$ cat config.mk
export PLATFORM = sky130hd
export DESIGN_NAME = paddsb_serial
export DESIGN_NICKNAME = d
export VERILOG_FILES = /design/src/rtl/paddsb_serial_pkg.sv /design/src/rtl/paddsb_serial_addsb_4bit.sv /design/src/rtl/paddsb_serial.sv
export SDC_FILE = /design/constraint.sdc
export NUM_CORES = 1
export LEC_CHECK = 0
export ABC_AREA = 1
export ABC_CLOCK_PERIOD_IN_PS = 5600
export CAP_MARGIN = 25
export CELL_PAD_IN_SITES_DETAIL_PLACEMENT = 1
export CELL_PAD_IN_SITES_GLOBAL_PLACEMENT = 1
export CORE_AREA = 5 5 89 91
export CTS_CLUSTER_SIZE = 14
export DETAILED_ROUTE_END_ITERATION = 6
export DIE_AREA = 0 0 94 96
export PLACE_DENSITY = 0.84
export SLEW_MARGIN = 20
export SYNTH_ARGS = -nofsm -noshare
export SYNTH_HDL_FRONTEND = slang
export SYNTH_HIERARCHICAL = 1
export SYNTH_SLANG_ARGS = --single-unit
$ cat constraint.sdc
create_clock -name clk -period 5.6 [get_ports clk]
set_clock_uncertainty 0.05 [all_clocks]
set_input_delay 0.84 -clock clk [delete_from_list [all_inputs] [get_ports clk]]
set_output_delay 0.84 -clock clk [all_outputs]
set_load 0.05 [all_outputs]
$ cat src/rtl/paddsb_serial_pkg.sv
// Shared definitions for the serial packed saturating adder: state encoding,
// nibble count and the saturation values produced on overflow.
package paddsb_serial_pkg;

  typedef enum logic [1:0] {
    IDLE = 2'b00,
    RUN  = 2'b01,
    DONE = 2'b10
  } state_t;

  localparam int         NIBBLES  = 4;
  localparam logic [1:0] LAST_IDX = 2'(NIBBLES - 1);
  localparam logic [3:0] SAT_POS  = 4'h7;
  localparam logic [3:0] SAT_NEG  = 4'h8;

endpackage

$ cat src/rtl/paddsb_serial_addsb_4bit.sv
// 4-bit signed saturating adder shared by every nibble of the serial unit.
module addsb_4bit
  import paddsb_serial_pkg::*;
(
  input  logic [3:0] a,
  input  logic [3:0] b,
  output logic [3:0] y
);

  logic [3:0] raw;
  logic       ovf;

  always_comb begin
    raw = a + b;
    ovf = (a[3] == b[3]) && (raw[3] != a[3]);
    y   = raw;
    if (ovf) begin
      y = a[3] ? SAT_NEG : SAT_POS;
    end
  end

endmodule

$ cat src/rtl/paddsb_serial.sv
// Sequential PADDSB: one nibble per cycle through a single shared addsb_4bit,
// five cycles from accepted start to the done pulse.
module paddsb_serial
  import paddsb_serial_pkg::*;
(
  input  logic        clk,
  input  logic        rst,
  input  logic        start,
  input  logic [15:0] A,
  input  logic [15:0] B,
  output logic        busy,
  output logic        done,
  output logic [15:0] Sum,
  output logic [3:0]  Sat
);

  state_t      state_q, state_d;
  logic [1:0]  idx_q, idx_d;
  logic [15:0] a_q, a_d;
  logic [15:0] b_q, b_d;
  logic [15:0] sum_q, sum_d;
  logic [3:0]  sat_q, sat_d;
  logic        busy_q, busy_d;
  logic        done_q, done_d;

  logic [15:0] a_sh, b_sh;
  logic [3:0]  a_nib, b_nib, raw_nib, add_y;
  logic        nib_ovf;

  addsb_4bit u_add (
    .a (a_nib),
    .b (b_nib),
    .y (add_y)
  );

  always_comb begin
    a_sh    = a_q >> {idx_q, 2'b00};
    b_sh    = b_q >> {idx_q, 2'b00};
    a_nib   = a_sh[3:0];
    b_nib   = b_sh[3:0];
    // Overflow is re-derived here since the adder only returns the clamped value.
    raw_nib = a_nib + b_nib;
    nib_ovf = (a_nib[3] == b_nib[3]) && (raw_nib[3] != a_nib[3]);
  end

  always_comb begin
    state_d = state_q;
    idx_d   = idx_q;
    a_d     = a_q;
    b_d     = b_q;
    sum_d   = sum_q;
    sat_d   = sat_q;
    case (state_q)
      IDLE, DONE: begin
        state_d = IDLE;
        if (start) begin
          a_d     = A;
          b_d     = B;
          idx_d   = 2'd0;
          sat_d   = 4'b0000;
          state_d = RUN;
        end
      end
      RUN: begin
        sum_d[{idx_q, 2'b00} +: 4] = add_y;
        sat_d[idx_q]               = nib_ovf;
        idx_d                      = idx_q + 2'd1;
        if (idx_q == LAST_IDX) begin
          state_d = DONE;
        end
      end
      default: state_d = IDLE;
    endcase
    busy_d = (state_d == RUN);
    done_d = (state_d == DONE);
  end

  always_ff @(posedge clk or posedge rst) begin
    if (rst) begin
      state_q <= IDLE;
      idx_q   <= 2'd0;
      a_q     <= 16'h0000;
      b_q     <= 16'h0000;
      sum_q   <= 16'h0000;
      sat_q   <= 4'b0000;
      busy_q  <= 1'b0;
      done_q  <= 1'b0;
    end else begin
      state_q <= state_d;
      idx_q   <= idx_d;
      a_q     <= a_d;
      b_q     <= b_d;
      sum_q   <= sum_d;
      sat_q   <= sat_d;
      busy_q  <= busy_d;
      done_q  <= done_d;
    end
  end

  assign busy = busy_q;
  assign done = done_q;
  assign Sum  = sum_q;
  assign Sat  = sat_q;

endmodule

# Yosys cells after proc, flatten, opt, wreduce, memory -nomap -nowiden
# Index checks and enable logic that the tools add are counted.
[classes]
addsub = 3
magnitude_cmp = 2
n_eq_ne = 8
shifts = 4
muxes = 13
n_reduce_logical = 7
[ops]
columns = ["cell", "count"]
rows = [
  ["right shift 16 x 4 -> 4 bit", 2],
  ["bitwise mux 16 bit", 1],
  ["variable shift 4 x 6 -> 16 bit, first input constant", 1],
  ["indexed part select 4 x 6 -> 16 bit", 1],
  ["2-to-1 mux 4 bit", 3],
  ["case mux 2 bit (2 select lines)", 2],
  ["case mux 4 bit (2 select lines)", 1],
  ["== test 2 bit, second input constant", 3],
  ["negation 4 -> 6 bit", 1],
  ["adder 4 bit", 1],
  ["bitwise mux 4 bit", 1],
  ["== test 2 x 1 -> 1 bit, second input constant", 2],
  ["2-to-1 mux 2 bit", 2],
  ["AND reduction 2 bit", 2],
  ["< comparator 2 x 3 -> 1 bit, second input constant", 1],
  ["adder 2 x 1 -> 2 bit, second input constant", 1],
  ["demux 1 bit (select 2 bit)", 1],
  [">= comparator 2 x 1 -> 1 bit, second input constant", 1],
  ["logical AND 1 bit", 2],
  ["zero test 2 bit", 1],
  ["2-to-1 mux 1 bit", 2],
  ["!= test 2 bit, second input constant", 1],
  ["nonzero test 2 bit", 1],
  ["OR reduction 2 bit", 1],
  ["other kinds (2)", 2],
]
[totals]
reg_bits = 58
input_bits = 35
output_inout_bits = 22
elab_cells = 45

# Depth between registers and ports, before layout
[depth]
ltp_word = 7
mapped_depth = 13
mapped_depth_nobuf = 13

# Cells and area by module
# Netlist, hierarchy kept.
[by_module_without_submodules]
columns = ["mod", "n_inst", "cells_each", "area_each_um2", "seq_area_each_um2"]
rows = [
  ["paddsb_serial", 1, 278, 2718.9, 1451.4],
  ["addsb_4bit", 1, 27, 165.2, 0.0],
]

# Worst setup path before layout
# Ideal clock, no wire load.
[synth_timing]
path_type = "register to register"
from = "reg idx_q[0]"
to = "reg sum_q[14] (netlist: Sum[14])"
setup_time_ns = 0.083
t_arrival_ns = 2.212
slack_ns = 3.256
stages_incl_launch_ff = 12
path_buffers = 1
period_less_slack_ns = 2.344
path_cell_list = "dfrtp_1 > inv_2 > clkbuf_1 > o21ai_0 > o22ai_1 > inv_1 > fa_1 > xnor2_1 > nand2_1 > nand2_1 > nand2_1 > o21ai_0"
[synth_between]
elab_chain_len = 7
elab_cells_between_ends = 12
cone_classes = "add/sub (2); eq/ne (2); shift (4); mux (3); reduce/logical (1)"
[synth_lines]
columns = ["element", "line", "source"]
rows = [
  ["start: declaration", "paddsb_serial.sv:18", "logic [1:0] idx_q, idx_d;"],
  ["start signal: assignment", "paddsb_serial.sv:90", "idx_q <= idx_d;"],
  ["right shift 16 x 4 -> 4 bit (*)", "paddsb_serial.sv:37", "a_sh = a_q >> {idx_q, 2'b00};"],
  ["named net a_sh[1]", "paddsb_serial.sv:26", "logic [15:0] a_sh, b_sh;"],
  ["adder 4 bit (*)", "paddsb_serial_addsb_4bit.sv:14", "raw = a + b;"],
  ["!= test 1 bit", "paddsb_serial_addsb_4bit.sv:15", "ovf = (a[3] == b[3]) && (raw[3] != a[3]);"],
  ["logical AND 1 bit", "paddsb_serial_addsb_4bit.sv:15", ""],
  ["2-to-1 mux 4 bit (*)", "paddsb_serial_addsb_4bit.sv:17", "if (ovf) begin"],
  ["named net add_y[2]", "paddsb_serial.sv:27", "logic [3:0] a_nib, b_nib, raw_nib, add_y;"],
  ["indexed part select 4 x 6 -> 16 bit (*)", "paddsb_serial.sv:65", "sum_d[{idx_q, 2'b00} +: 4] = add_y;"],
  ["bitwise mux 16 bit (*)", "paddsb_serial.sv:65", ""],
  ["end signal: assignment", "paddsb_serial.sv:93", "sum_q <= sum_d;"],
  ["end: declaration", "paddsb_serial.sv:21", "logic [15:0] sum_q, sum_d;"],
]
# The timed path passes the listed nets; every way through them passes the cells marked *.
# A chain may end at the register's enable or synchronous reset.

# Final worst setup path
# Ends and elaborated chain as after synthesis.

==> reports/metrics.cfg <==
[floorplan]
row_count=31
die_width_um=94
start_util_pct=40.9
core_area_um2=7060
dieArea_um2=9020
ios=57
die_height_um=96

[logic_synthesis]
synth_seq_cells=58
synth_top_family_by_area=simple AND/OR/NAND/NOR gates
synth_xor_area_share_pct=0.304
yosysSeqAreaShare_pct=50.3
syn_nets=354
ys_warn_count=6
synthCells=305
synthMuxAreaShare_pct=8.59
synth_area_per_cell_um2=9.46
synth_compound_area_share_pct=9.98
synth_adder_area_share_pct=6.33
synth.cell_area_um2=2880
synthDistinctLibCells=27
synth-simple-area-share_pct=17.4

[sta]
fin_crit_ps=3100
setup_viol=0
relSlewSlack_pct=43.4
fmax_mhz=323
fin_tns_setup_ps=0
finalHoldViolations=0
report.final.slew_viol_count=0
rsz0062_at_grt=no
tightest_slew_ps=848
final.period_utilization_pct=55.3

[drt]
drc=0
wl_um=6920
wl_met2_um=3570
vias_per_cell=5.02
wl_met1_um=2930
wl_met3_um=258
first_iter_violations=65
drt-wirelength-per-cell_um=14.8
dr.max_layer_used=met4
antenna_left=0
vias=2350
drt-pass1-iter-count=4

[finish]
area_growth_pct=28.4
final_nets=413
n_antenna_cell=0
utilization_pct=52.5
num-fill-cells=829
final_layout_size_suffix_gt1_share_pct=15.4
final_cell_mix=58 x dfrtp_1, 56 x clkdlybuf4s50_1, 52 x nand2_1, 33 x inv_1, 31 x o21ai_0
final_common_cell=dfrtp_1

[cts]
cts-root-buf=clkbuf_8
cts-resized-gates=0
cts_setup_buffers=0
cts_tree=built
cts_hold_buf=0
htreeDepth=3
cts_buffers=9
cts.sinks=58
clk_pin_slew_ps=70
cts.path.max_buffers=2
clkLatencyLatePin_ps=340

[worst_setup_path]
cp_max_fo=25
critPathKind=flop to flop
slowest_delay_ps=900
cp.arrival_ps=3300
cp.required_ps=5800
critPathSlowestCell=dfrtp_1
crit_top_cell=nand2_1
critPathCaptureType=flop
start_kind=flop
critPathBufInv=2
cp_top_family=flip-flops
crit_chain=inv_2 > nand2_1 > nand3_1 > nand2_2 > ha_1 > inv_1 > fa_1 > xnor2_1 > nand2_1 > nand2_1 > nand2_1 > o21ai_0

[worst_hold_path]
hp-class=flop to flop

[power_and_ir_drop]
p_int_uw=1310
sw_frac_of_total_pct=48.7
clockPowerShare_pct=14.0
p_switching_uw=1250
total_power_uw=2560
irDropWorstVdd_mv=0.244
power_density_nw_per_um2=691
p_comb_share_pct=57.5
power_frac_seq_pct=28.5
p_leak_uw=0.00178

[placed_design]
dp.final_hpwl_um=5120
place.gp.congestion=0.830
numPortBuffers=56

[grt]
grt_usage_pct=16.9
antenna_found_initial=0
grt_pass1_vias=2506
gr-total-overflow=0
grt_start_max_net_pins=59
grt_pass1_wl_um=11800

[status]
status=complete, no violations

[job]
cap_violations=0

[routing by layer]
layer / up-vias / track usage (%)
li1: 1113 / -
met1: 1178 / 19.6
met2: 45 / 29.7
met3: 14 / 3.60
met4: 0 / 8.18
met5: - / 0
[synth_stat cells]
library cell	n	area, µm²
a21oi_1	12	60.1
buf_2	5	25.0
buf_4	1	7.51
buf_6	2	22.5
clkbuf_1	2	7.51
dfrtp_1	58	1450
fa_1	1	20.0
ha_1	13	163
inv_1	34	128
inv_2	2	7.51
inv_4	1	6.26
mux2_2	22	248
nand2_1	52	195
nand2_2	6	37.5
nand3_1	20	100
nand3_2	5	50.1
nand4_1	1	6.26
nor2_1	20	75.1
nor2_4	1	11.3
nor3_2	2	20.0
o211ai_1	1	7.51
o21ai_0	31	155
o21ai_1	5	25.0
o21ai_2	1	8.76
o22ai_1	5	31.3
or2_1	1	6.26
xnor2_1	1	8.76
[power by group through the flow]
stage          Sequential [µW]  Combinational (µW)  Clock (µW)
2_1_floorplan              857                 942           0
3_3_place_gp               728                1400           0
3_5_place_dp               742                1470           0
4_1_cts                    735                1490         365
5_1_grt                    756                1650         382
6_report                   730                1470         358
[kinds of logic (layout without fill, tap and decap cells)]
group,Yosys count,in the layout
AOI/OAI and AO/OA,55,55
xor gates and xnor gates,1,1
adders and majority gates,14,14
buffers and inverters,47,111
DFF,58,58
muxes,22,22
and+or+nand+nor,108,108
[final timing paths]
| path | end | startpoint | cells past startpoint | slack (ps) |
|---|---|---|---|---|
| worst min register to register | Sum[2] | Sum[2] | 2 | 430 |
| min in group asynchronous | done | rst | 3 | 980 |
| worst max-delay path | Sum[14] | idx_q[0] | 12 | 2500 |
| worst max register to register | Sum[14] | idx_q[0] | 12 | 2500 |
| max in group asynchronous | b_q[6] | rst | 3 | 4040 |
| worst min-delay path | Sum[2] | Sum[2] | 2 | 430 |
[cell type report]
| class | instances | area (µm²) | share of cell area [%] |
|---|---|---|---|
| Clock buffer | 14 | 173 | 4.66 |
| Clock inverter | 2 | 10.0 | 0.270 |
| Sequential cell | 58 | 1450 | 39.2 |
| Timing Repair Buffer | 58 | 576 | 15.5 |
| Tap cell | 99 | 124 | 3.34 |
| Multi-Input combinational cell | 200 | 1230 | 33.2 |
| Inverter | 37 | 141 | 3.82 |
[stage by stage]
step	worst slack, ps	instances	hold slack, ps	area, µm²
finish	2500	468	433	3700
global route	2190	468	468	3700
CTS	2520	468	445	3700
detailed placement	2600	452	428	3520
global placement	2750	452	417	3520
floorplan	3260	305	424	2880
[sequential cells by signal (all words and copies together) (netlist names)]
register,flops
Sum,16
a_q,16
b_q,16
Sat,4
idx_q,2
state_q,2
busy,1
done,1
[tightest hold or removal path: cells and delay by family (launching register included)]
| family | cells | cell delay, ps |
|---|---|---|
| DFF | 1 | 340 |
| and+or+nand+nor | 2 | 110 |
(Power assumes the default switching activity.)
